[src/rtl/tone_detector.sv]
// Square-wave period meter and C4/E4/G4 note classifier with N-period confirmation.
// Optional duty-cycle qualification is built when TONE_DETECTOR_DUTY_CHECK_EN is defined.
module tone_detector #(
  parameter int unsigned clock_frequency      = 12000000,
  parameter int unsigned frequency_c4_mul_100 = 26163,
  parameter int unsigned frequency_e4_mul_100 = 32963,
  parameter int unsigned frequency_g4_mul_100 = 39200,
  parameter int unsigned tolerance_percent    = 2,
  parameter int unsigned confirm_periods      = 4,
  parameter int unsigned timeout_cycles       = 65535
) (
  input  logic        clock,
  input  logic        reset,
  input  logic        tone_in,
  output logic [16:0] period,
  output logic        period_valid,
  output logic [1:0]  note_code,
  output logic        note_valid,
  output logic        signal_lost
);

  localparam longint unsigned NOM_C4 = longint'(clock_frequency) * 100 / longint'(frequency_c4_mul_100);
  localparam longint unsigned NOM_E4 = longint'(clock_frequency) * 100 / longint'(frequency_e4_mul_100);
  localparam longint unsigned NOM_G4 = longint'(clock_frequency) * 100 / longint'(frequency_g4_mul_100);
  localparam longint unsigned DEL_C4 = NOM_C4 * tolerance_percent / 100;
  localparam longint unsigned DEL_E4 = NOM_E4 * tolerance_percent / 100;
  localparam longint unsigned DEL_G4 = NOM_G4 * tolerance_percent / 100;

  localparam logic [16:0] LO_C4 = 17'(NOM_C4 - DEL_C4);
  localparam logic [16:0] HI_C4 = 17'(NOM_C4 + DEL_C4);
  localparam logic [16:0] LO_E4 = 17'(NOM_E4 - DEL_E4);
  localparam logic [16:0] HI_E4 = 17'(NOM_E4 + DEL_E4);
  localparam logic [16:0] LO_G4 = 17'(NOM_G4 - DEL_G4);
  localparam logic [16:0] HI_G4 = 17'(NOM_G4 + DEL_G4);

  localparam logic [16:0] TIMEOUT = 17'(timeout_cycles);
  localparam logic [3:0]  CONFIRM = 4'(confirm_periods);

  localparam logic [0:0] IDLE    = 1'b0;
  localparam logic [0:0] MEASURE = 1'b1;

  logic [0:0]  state_q, state_d;
  logic [2:0]  sync_q, sync_d;
  logic [16:0] cnt_q, cnt_d;
  logic [16:0] period_q, period_d;
  logic        period_valid_q, period_valid_d;
  logic [1:0]  note_code_q, note_code_d;
  logic        note_valid_q, note_valid_d;
  logic [3:0]  match_q, match_d;
  logic [1:0]  prev_cls_q, prev_cls_d;
  logic        rise;
  logic [1:0]  cls;
  logic        duty_ok;

`ifdef TONE_DETECTOR_DUTY_CHECK_EN
  logic [16:0] high_q, high_d;
  logic [18:0] twice_high;
  logic [18:0] per_ext;
  logic [18:0] duty_err;

  // Measured period is cnt_q cycles; the high counter spans exactly the same cycles.
  always_comb begin
    twice_high = {1'b0, high_q, 1'b0};
    per_ext    = {2'b00, cnt_q};
    duty_err   = (twice_high >= per_ext) ? (twice_high - per_ext) : (per_ext - twice_high);
    duty_ok    = (duty_err <= (per_ext >> 3));
  end
`else
  assign duty_ok = 1'b1;
`endif

  assign rise = sync_q[1] & ~sync_q[2];

  always_comb begin
    cls = 2'd0;
    if (cnt_q >= LO_C4 && cnt_q <= HI_C4)      cls = 2'd1;
    else if (cnt_q >= LO_E4 && cnt_q <= HI_E4) cls = 2'd2;
    else if (cnt_q >= LO_G4 && cnt_q <= HI_G4) cls = 2'd3;
    if (!duty_ok) cls = 2'd0;
  end

  always_comb begin
    sync_d         = {sync_q[1:0], tone_in};
    state_d        = state_q;
    cnt_d          = cnt_q;
    period_d       = period_q;
    period_valid_d = 1'b0;
    note_code_d    = note_code_q;
    note_valid_d   = note_valid_q;
    match_d        = match_q;
    prev_cls_d     = prev_cls_q;
`ifdef TONE_DETECTOR_DUTY_CHECK_EN
    high_d         = high_q;
`endif
    case (state_q)
      IDLE: begin
        cnt_d = '0;
`ifdef TONE_DETECTOR_DUTY_CHECK_EN
        high_d = '0;
`endif
        if (rise) begin
          state_d = MEASURE;
          cnt_d   = 17'd1;
`ifdef TONE_DETECTOR_DUTY_CHECK_EN
          high_d  = 17'd1;
`endif
        end
      end
      MEASURE: begin
        if (rise) begin
          // An edge coinciding with timeout is still a measurement (period = TIMEOUT).
          period_d       = cnt_q;
          period_valid_d = 1'b1;
          cnt_d          = 17'd1;
`ifdef TONE_DETECTOR_DUTY_CHECK_EN
          high_d         = 17'd1;
`endif
          prev_cls_d     = cls;
          if (cls == 2'd0) begin
            match_d      = '0;
            note_valid_d = 1'b0;
            note_code_d  = 2'd0;
          end else begin
            if (cls == prev_cls_q) match_d = (match_q >= CONFIRM) ? CONFIRM : match_q + 4'd1;
            else                   match_d = 4'd1;
            note_valid_d = (match_d == CONFIRM);
            note_code_d  = (match_d == CONFIRM) ? cls : 2'd0;
          end
        end else if (cnt_q == TIMEOUT) begin
          state_d      = IDLE;
          cnt_d        = '0;
          note_valid_d = 1'b0;
          note_code_d  = 2'd0;
          match_d      = '0;
          prev_cls_d   = 2'd0;
`ifdef TONE_DETECTOR_DUTY_CHECK_EN
          high_d       = '0;
`endif
        end else begin
          cnt_d = cnt_q + 17'd1;
`ifdef TONE_DETECTOR_DUTY_CHECK_EN
          high_d = high_q + {16'd0, sync_q[1]};
`endif
        end
      end
      default: state_d = IDLE;
    endcase
  end

  always_ff @(posedge clock or posedge reset) begin
    if (reset) begin
      state_q        <= IDLE;
      sync_q         <= '0;
      cnt_q          <= '0;
      period_q       <= '0;
      period_valid_q <= 1'b0;
      note_code_q    <= '0;
      note_valid_q   <= 1'b0;
      match_q        <= '0;
      prev_cls_q     <= '0;
`ifdef TONE_DETECTOR_DUTY_CHECK_EN
      high_q         <= '0;
`endif
    end else begin
      state_q        <= state_d;
      sync_q         <= sync_d;
      cnt_q          <= cnt_d;
      period_q       <= period_d;
      period_valid_q <= period_valid_d;
      note_code_q    <= note_code_d;
      note_valid_q   <= note_valid_d;
      match_q        <= match_d;
      prev_cls_q     <= prev_cls_d;
`ifdef TONE_DETECTOR_DUTY_CHECK_EN
      high_q         <= high_d;
`endif
    end
  end

  assign period       = period_q;
  assign period_valid = period_valid_q;
  assign note_code    = note_code_q;
  assign note_valid   = note_valid_q;
  assign signal_lost  = (state_q == IDLE);

endmodule
[config.mk]
export PLATFORM = sky130hd
export DESIGN_NAME = tone_detector
export DESIGN_NICKNAME = d
export VERILOG_FILES = /design/src/rtl/tone_detector.sv
export SDC_FILE = /design/constraint.sdc
export NUM_CORES = 1
export LEC_CHECK = 0
export CAP_MARGIN = 20
export CORE_MARGIN = 5
export CORE_UTILIZATION = 40
export CTS_CLUSTER_SIZE = 20
export DETAILED_ROUTE_END_ITERATION = 16
export PLACE_DENSITY = 0.68
export SLEW_MARGIN = 40
export SYNTH_ARGS = -nofsm -noshare
export SYNTH_HDL_FRONTEND = slang
export SYNTH_SLANG_ARGS = --single-unit
[constraint.sdc]
create_clock -name clock -period 4.5 [get_ports clock]
set_input_delay 0.9 -clock clock [delete_from_list [all_inputs] [get_ports clock]]
set_output_delay 0.9 -clock clock [all_outputs]
set_load 0.1 [all_outputs]
## Word level (Yosys, flattened, before mapping)

Cells that the tools add are included.

| storage, ports and cells | value |
|---|---|
| register bits after elaboration | 48 |
| input port bits | 3 |

| cells by class | value |
|---|---|
| reduce and logical (&&, ||, !) cells | 7 |
| mux-type cells | 28 |
| magnitude comparators | 7 |
| $add $sub $neg | 2 |
| eq/ne operators | 3 |
| bitwise operators | 3 |

Operator list:

| operator | count |
|---|---|
| 17-bit by 16-bit greater-or-equal comparator with 1-bit output (second input constant) | 2 |
| 17-bit by 16-bit <= comparator with 1-bit output (second input constant) | 2 |
| 17-bit 2-to-1 mux | 2 |
| 17-bit case mux with 2 select lines | 1 |
| 4-bit 2-to-1 mux | 8 |
| 17-bit by 1-bit adder with 17-bit output (second input constant) | 1 |
| 17-bit by 16-bit equality test with 1-bit output (second input constant) | 1 |
| 17-bit by 15-bit greater-or-equal comparator with 1-bit output (second input constant) | 1 |
| 17-bit by 15-bit <= comparator with 1-bit output (second input constant) | 1 |
| 2-bit 2-to-1 mux | 8 |
| 1-bit 2-to-1 mux | 8 |
| 4-bit by 1-bit adder with 4-bit output (second input constant) | 1 |
| 4-bit by 3-bit equality test with 1-bit output (second input constant) | 1 |
| 4-bit by 3-bit greater-or-equal comparator with 1-bit output (second input constant) | 1 |
| 2-bit AND reduction | 2 |
| 1-bit logical AND | 3 |
| 2-bit equality test | 1 |
| 2-bit logical NOT | 1 |
| 1-bit NOT | 2 |
| 1-bit case mux with 2 select lines | 1 |
| 2-bit nonzero test | 1 |
| 1-bit bitwise AND | 1 |

## Logic depth before layout (Yosys ltp)

Gate-level depths: netlist of the first run.

| depth | value |
|---|---|
| depth after elaboration | 14 |
| gate-level depth with buffers | 8 |

## Least setup slack after synthesis of the first run

No wires, ideal clock.

| path | value |
|---|---|
| kind | flip-flop to flip-flop |
| start point | register cnt_q[0] |
| end point | register match_q[2] |
| cell stages (with the launch flop) | 8 |
| buffers on the path | 1 |
| slack | 2.183 ns |
| library setup time | 0.121 ns |
| arrival | 2.196 ns |
| period minus slack after synthesis | 2.317 ns |
| cells stage by stage | dfrtp_1 -> ha_1 -> nand3_4 -> or4_1 -> or3_1 -> a21o_1 -> buf_2 -> o22a_1 |

| between the ends | value |
|---|---|
| word-level cells in the longest chain between the ends | 12 |

RTL lines:

| element | RTL line | source |
|---|---|---|
| start: declaration | 44 | `logic [16:0] cnt_q, cnt_d;` |
| start signal: assignment | 167 | `cnt_q <= cnt_d;` |
| 17-bit by 15-bit greater-or-equal comparator with 1-bit output / 17-bit by 15-bit <= comparator with 1-bit output (equally long branches) | 78 | `else if (cnt_q >= LO_G4 && cnt_q <= HI_G4) cls = 2'd3;` |
| 1-bit logical AND | 78 |  |
| 2-bit 2-to-1 mux | 78 |  |
| 2-bit 2-to-1 mux | 77 | `else if (cnt_q >= LO_E4 && cnt_q <= HI_E4) cls = 2'd2;` |
| 2-bit 2-to-1 mux | 76 | `if (cnt_q >= LO_C4 && cnt_q <= HI_C4) cls = 2'd1;` |
| 2-bit equality test | 124 | `if (cls == prev_cls_q) match_d = (match_q >= CONFIRM) ? CONFIRM : match_q + 4'd1;` |
| 4-bit 2-to-1 mux | 124 |  |
| 4-bit 2-to-1 mux | 119 | `if (cls == 2'd0) begin` |
| 4-bit 2-to-1 mux | 110 | `if (rise) begin` |
| 4-bit 2-to-1 mux | 95 | `case (state_q)` |
| 4-bit 2-to-1 mux | 119 |  |
| 4-bit 2-to-1 mux | 110 |  |
| end signal: assignment | 172 | `match_q <= match_d;` |
| end: declaration | 49 | `logic [3:0] match_q, match_d;` |

Parallel ways exist; a longest one is shown, timed or not. The select of a mux whose other input is x is not followed.
A chain may end at the register's enable or synchronous reset.

## Final worst setup path of the first run

| path | value |
|---|---|
| start point | register cnt_q[0] |
| end point | register cnt_q[11] |

| between the ends | value |
|---|---|
| word-level cells in the longest chain between the ends | 4 |

RTL lines:

| element | RTL line | source |
|---|---|---|
| 17-bit by 1-bit adder with 17-bit output / 17-bit by 16-bit equality test with 1-bit output (equally long branches) | 140, 129 |  |
| 17-bit 2-to-1 mux * | 129 | `end else if (cnt_q == TIMEOUT) begin` |
| 17-bit 2-to-1 mux * | 110 |  |
| 17-bit case mux with 2 select lines * | 95 |  |
| net cnt_d[11] | 44 |  |

Mark *: on every way through the listed nets, which the timed path passes. The rest lies on a longest branch.

==> flow_metrics.env, run 1 <==
export IMPL_post_cts_buffers=0
export IMPL_whs_path_depth=0
export IMPL_nNetsFinal=303
export IMPL_post_cts_resized=0
export IMPL_critical_path_class="register to register"
export IMPL_diodes=0
export IMPL_dpl_cell_count=366
export IMPL_powerDensity_mw_per_mm2=370
export IMPL_numPortBuffers=24
export IMPL_syn_inst=286
export IMPL_arrival_ns=2.66
export IMPL_worst_ep_required_time_ns=4.67
export IMPL_fin_cells=374
export IMPL_core_area_mm2=0.00628
export IMPL_worstMarginPinSlew_ns=0.660
export IMPL_fin_crit_ns=2.49
export IMPL_cts_htree_levels=2
export IMPL_rsz0062_at_grt="no"
export IMPL_setup_tns_ns=0
export IMPL_setup_viol=0
export IMPL_fp_dieH_um=89.7
export IMPL_syn_to_final_growth_pct=9.31
export IMPL_finalMaxSlewViolations=0
export IMPL_synth_top_area_share=0.473
export IMPL_critical_path_max_stage_delay_ns=0.56
export IMPL_synth_edff_count=0
export IMPL_grt_total_usage=0.141
export IMPL_cp_max_fo=15
export IMPL_antenna_found_initial=0
export IMPL_drt_iter0_drc=129
export IMPL_relSlewSlack=0.560
export IMPL_synth_main_ff_cell="dfrtp_1"
export IMPL_die_w_um=89.7
export IMPL_finalHoldViolCount=0
export IMPL_wirelength_um=5340
export IMPL_grt_max_degree=49
export IMPL_die_area_mm2=0.00805
export IMPL_fill_cells=618
export IMPL_globalplace_congestion=0.889
export IMPL_startpoint_type="register"
export IMPL_num_rows=29
export IMPL_synth_avg_cell_area_um2=8.89
export IMPL_drtAntennaViolNets=0
export IMPL_via_count=1989
export IMPL_ys_seq_elements=48
export IMPL_grt_pass1_vias=1987
export IMPL_ctsHoldBuffers=0
export IMPL_synth_cell_types=54
export IMPL_layout_common_cells="nand2_1, dfrtp_1, nor2_1"
export IMPL_postPlaceCellArea_mm2=0.00266
export IMPL_drive_above_1_share=0.141
export IMPL_first_pass_iters=4
export IMPL_p_leak_nw=1.32
export IMPL_avgRoutedWirePerCell_um=14.3
export IMPL_status="finished, final reports clean"
export IMPL_drc_errors=0
export IMPL_finalCritPeriodShare=0.554
export IMPL_overflow=0
export IMPL_num_io_pins=25
export IMPL_clockRootBuffer="clkbuf_8"
export IMPL_max_freq_ghz=0.401
export IMPL_p_total_mw=1.03
export IMPL_synthTopCellsByArea="dfrtp_1, nand2_1, nor2_1"
export IMPL_hp_class="register to register"
export IMPL_crit_chain="ha_1 > nand3_4 > or4_1 > or3_1 > nand3_1 > nor2_1"
export IMPL_maxCapViolCount=0
export IMPL_clock_latency_ns=0.31
export IMPL_ir_drop_v=0.000308
export IMPL_ys_warn_count=0
export IMPL_cts_buffers=5
export IMPL_ys_seq_area_frac=0.473
export IMPL_yosysTopAreaCell="dfrtp_1"
export IMPL_dp_hpwl_um=3660
export IMPL_r2r_cells=6
export IMPL_start_util=0.405
export IMPL_grt_pass1_wl_um=9490
export IMPL_final_common_cell="nand2_1"
export IMPL_cp_end_kind="register"
export IMPL_fin_skew_ns=0.00800
export IMPL_clockBufferDepth=2
export IMPL_cpMaxStageDelayCell="or4_1"
export IMPL_viasPerCell=5.32
export IMPL_cts_sinks=48
export IMPL_synth_nets=293
export IMPL_synth_area_mm2=0.00254
export IMPL_fin_area_mm2=0.00278
export IMPL_async_flop_share=1.00
export IMPL_clk_pin_slew_ns=0.09
export IMPL_cts_tree="done"
==> cell usage after synthesis, types with 3 or more instances <==
cell type / instances
nand4_1: 6
nor2_1: 24
o21a_1: 3
nor3_1: 6
a31oi_1: 3
nor2b_1: 3
clkbuf_1: 9
xnor2_1: 3
dfrtp_1: 48
a211oi_1: 3
xor2_1: 9
nand3_1: 11
nand2b_1: 3
a21oi_1: 10
inv_1: 7
or3_1: 4
buf_4: 7
ha_1: 4
o21ai_0: 13
nand2_1: 71
buf_2: 4
==> cell type report <==
type                       count  area, um2  area share
timing repair buffer          25        138      0.0495
clock buffer                   6       82.6      0.0297
tap                           77       96.3      0.0347
clock inverter                 2       38.8      0.0140
inverter                       7       28.8      0.0104
sequential                    48       1200       0.432
multi-input combinational    209       1190       0.429
==> metrics by stage <==
stage / util / hold slack [ns] / setup slack, ns
4_1_cts: 0.442 / 0.371 / 1.96
6_report: 0.442 / 0.368 / 2.01
5_1_grt: 0.442 / 0.374 / 1.80
3_3_place_gp: 0.440 / 0.334 / 1.98
3_5_place_dp: 0.423 / 0.348 / 1.98
2_1_floorplan: - / 0.331 / 2.18
==> metal layers <==
layer / global-route usage / vias to the layer above / share of wire
li1: - / 999 / -
met1: 0.194 / 943 / 0.48
met2: 0.211 / 39 / 0.46
met3: 0.0342 / 8 / 0.048
met4: 0.0579 / 0 / 0.017
met5: 0 / - / 0
==> worst paths after layout <==
kind / startpoint / end / slack [ns]
max: cnt_q[0] / cnt_q[11] / 2.01
min: sync_q[0] / sync_q[1] / 0.37
max reg2reg: cnt_q[0] / cnt_q[11] / 2.01
min reg2reg: sync_q[0] / sync_q[1] / 0.37
max in group asynchronous: reset / cnt_q[2] / 3.09
min in group asynchronous: reset / period[8] / 1.00
==> registers in the layout, indices dropped and copies added (netlist names), 2 cells and up <==
name	cells
cnt_q	17
prev_cls_q	2
match_q	4
period	17
note_code	2
sync_q	3
==> cells by family (layout without fill, tap and decap cells) <==
kind of cell | count (synthesis) | after routing | synth area share
adders and majority gates | 4 | 4 | 0.0197
AOI/OAI and AO/OA | 49 | 49 | 0.133
DFF | 48 | 48 | 0.473
and+or+nand+nor | 144 | 144 | 0.275
xor gates and xnor gates | 12 | 12 | 0.0414
buffers and inverters | 29 | 40 | 0.0581
==> where the power goes <==
group	internal (mW)	total, mW	switching, mW
Combinational	0.0397	0.194	0.155
Sequential	0.459	0.501	0.0417
Clock	0.182	0.332	0.150
Total	0.681	1.03	0.346
==> critical path, delay by kind of cell, from the launching register on <==
family / cells / cell delay (ns)
adders and majority gates: 1 / 0.27
and+or+nand+nor: 5 / 1.61
DFF: 1 / 0.47
(Power assumes the default switching activity.)
==> run 2, diff against run 1 <==
clock period = 2.4 ns   (was 4.5 ns; I/O delays follow)
==> run 2 against run 1 <==
  * First-iteration DRC count grew 4.7%
  * Setup slack lost 1.9 ns
  * Flip-flop and latch count is the same
  * Clock power grew 100%
  * Hold slack lost 0.0038 ns
  * Wire length grew 0.81%
  * Core utilization grew 4.0 points
  * Largest cell class is now multi-input gates
  * Largest power group unchanged
==> flow_metrics.env, run 2 (synthesis results as in run 1) <==
export IMPL_final_common_cell="nand2_1"
export IMPL_setup_viol=0
export IMPL_internal_power_mw=1.38
export IMPL_cpMaxStageDelayCell="or4_1"
export IMPL_globalplace_congestion=0.866
export IMPL_syn_to_final_growth_pct=19.3
export IMPL_powerDensity_mw_per_mm2=667
export IMPL_layout_common_cells="nand2_1, dfrtp_1, buf_4"
export IMPL_switchingPower_uw=637
export IMPL_cp_end_kind="register"
export IMPL_cts_sinks=48
export IMPL_start_util=0.405
export IMPL_nNetsFinal=323
export IMPL_overflow=0
export IMPL_p_leak_nw=1.43
export IMPL_clock_latency_ns=0.30
export IMPL_viasPerCell=5.17
export IMPL_via_count=2033
export IMPL_num_io_pins=25
export IMPL_sw_frac_of_total=0.315
export IMPL_die_w_um=89.7
export IMPL_first_pass_iters=4
export IMPL_antenna_found_initial=0
export IMPL_numPortBuffers=24
export IMPL_grt_max_degree=21
export IMPL_status="finished, final reports clean"
export IMPL_hold_ws_ns=0.364
export IMPL_relSlewSlack=0.606
export IMPL_fp_dieH_um=89.7
export IMPL_pwr_share_seq=0.461
export IMPL_critical_path_class="register to register"
export IMPL_startpoint_type="register"
export IMPL_multiInputGateArea_mm2=0.00122
export IMPL_arrival_ns=2.50
export IMPL_p_clk_frac=0.334
export IMPL_worstMarginPinSlew_ns=0.587
export IMPL_core_area_mm2=0.00628
export IMPL_post_cts_buffers=0
export IMPL_num_rows=29
export IMPL_fin_area_mm2=0.00303
export IMPL_worst_path_buf_inv=0
export IMPL_crit_family="simple AND/OR/NAND/NOR gates"
export IMPL_fin_skew_ns=0.00469
export IMPL_drt_iter0_drc=135
export IMPL_wirelength_um=5380
export IMPL_finalHoldViolCount=0
export IMPL_max_freq_ghz=0.433
export IMPL_fill_cells=604
export IMPL_worst_ep_required_time_ns=2.59
export IMPL_drtAntennaViolNets=0
export IMPL_grt_total_usage=0.141
export IMPL_diodes=0
export IMPL_cts_tree="done"
export IMPL_fin_crit_ns=2.31
export IMPL_maxCapViolCount=0
export IMPL_postPlaceCellArea_mm2=0.00287
export IMPL_cts_buffers=5
export IMPL_drc_errors=0
export IMPL_grt_pass1_wl_um=9610
export IMPL_critical_path_max_stage_delay_ns=0.56
export IMPL_clk_pin_slew_ns=0.09
export IMPL_cts_htree_levels=2
export IMPL_crit_chain="ha_1 > nand3_4 > or4_1 > or3_1 > a21o_1 > o22a_1"
export IMPL_fin_cells=393
export IMPL_dp_hpwl_um=3970
export IMPL_die_area_mm2=0.00805
export IMPL_p_total_mw=2.02
export IMPL_seqCellArea_mm2=0.00120
export IMPL_drive_above_1_share=0.206
export IMPL_hp_class="register to register"
export IMPL_grt_pass1_vias=1985
export IMPL_clockRootBuffer="clkbuf_8"
export IMPL_finalCritPeriodShare=0.962
export IMPL_pwr_share_comb=0.205
export IMPL_finalMaxSlewViolations=0
export IMPL_avgRoutedWirePerCell_um=13.7
export IMPL_cp_max_fo=9
export IMPL_clockBufferDepth=2
export IMPL_ir_drop_v=0.000520
export IMPL_dpl_cell_count=386
run 2: cell types whose count changed in the layout (fill, tap and decap cells not counted), moves of 2 or more:
cell,previous run,this run
buf_2,22,0
dfrtp_1,48,46
buf_4,1,42
dfrtp_2,0,2
run 2: metal layers:
metal  track usage  wire length [um]  up-vias
met5             0                 0        -
met4        0.0504               101        0
met3        0.0351               222        9
met2         0.207              2320       36
met1         0.202              2730      961
li1              -                 -     1027
run 2: metrics by stage:
stage / util / setup WS (ns) / TNS [ns]
after floorplan: - / 0.0832 / 0
after global placement: 0.457 / 0.112 / 0
after detailed placement: 0.457 / 0.0528 / 0
after CTS: 0.478 / 0.0343 / 0
after global routing: 0.483 / -0.0479 / -0.0929
final: 0.483 / 0.0901 / 0
run 2: what timing repair did:
| item | 4_1_cts | 5_1_grt |
|---|---|---|
| resized for setup | 0 | 5 |
| hold buffers | 0 | 0 |
| setup endpoints to repair | 0 | 4 |
run 2: cell type report:
type	count	share of cell area
repair buffers	45	0.117
multi-input cells	209	0.403
inverters	7	0.00867
well taps	77	0.0318
clock inverters	2	0.0198
clock buffers	5	0.0227
flip-flops and latches	48	0.397
run 2: power groups by stage:
stage / Sequential [mW] / Clock (mW) / Combinational, mW
2_1_floorplan: 1.09 / 0 / 0.174
3_3_place_gp: 0.945 / 0 / 0.415
3_5_place_dp: 0.947 / 0 / 0.420
4_1_cts: 0.931 / 0.698 / 0.420
5_1_grt: 0.942 / 0.731 / 0.454
6_report: 0.932 / 0.676 / 0.414
run 2: final timing paths:
check / cells after the start / slack, ns / startpoint / endpoint
worst max-delay path: 6 / 0.09 / cnt_q[0] / match_q[2]
worst min-delay path: 0 / 0.36 / sync_q[0] / sync_q[1]
worst max register to register: 6 / 0.09 / cnt_q[0] / match_q[2]
worst min register to register: 0 / 0.36 / sync_q[0] / sync_q[1]
max in group asynchronous: 3 / 1.38 / reset / match_q[2]
min in group asynchronous: 2 / 0.48 / reset / period[5]
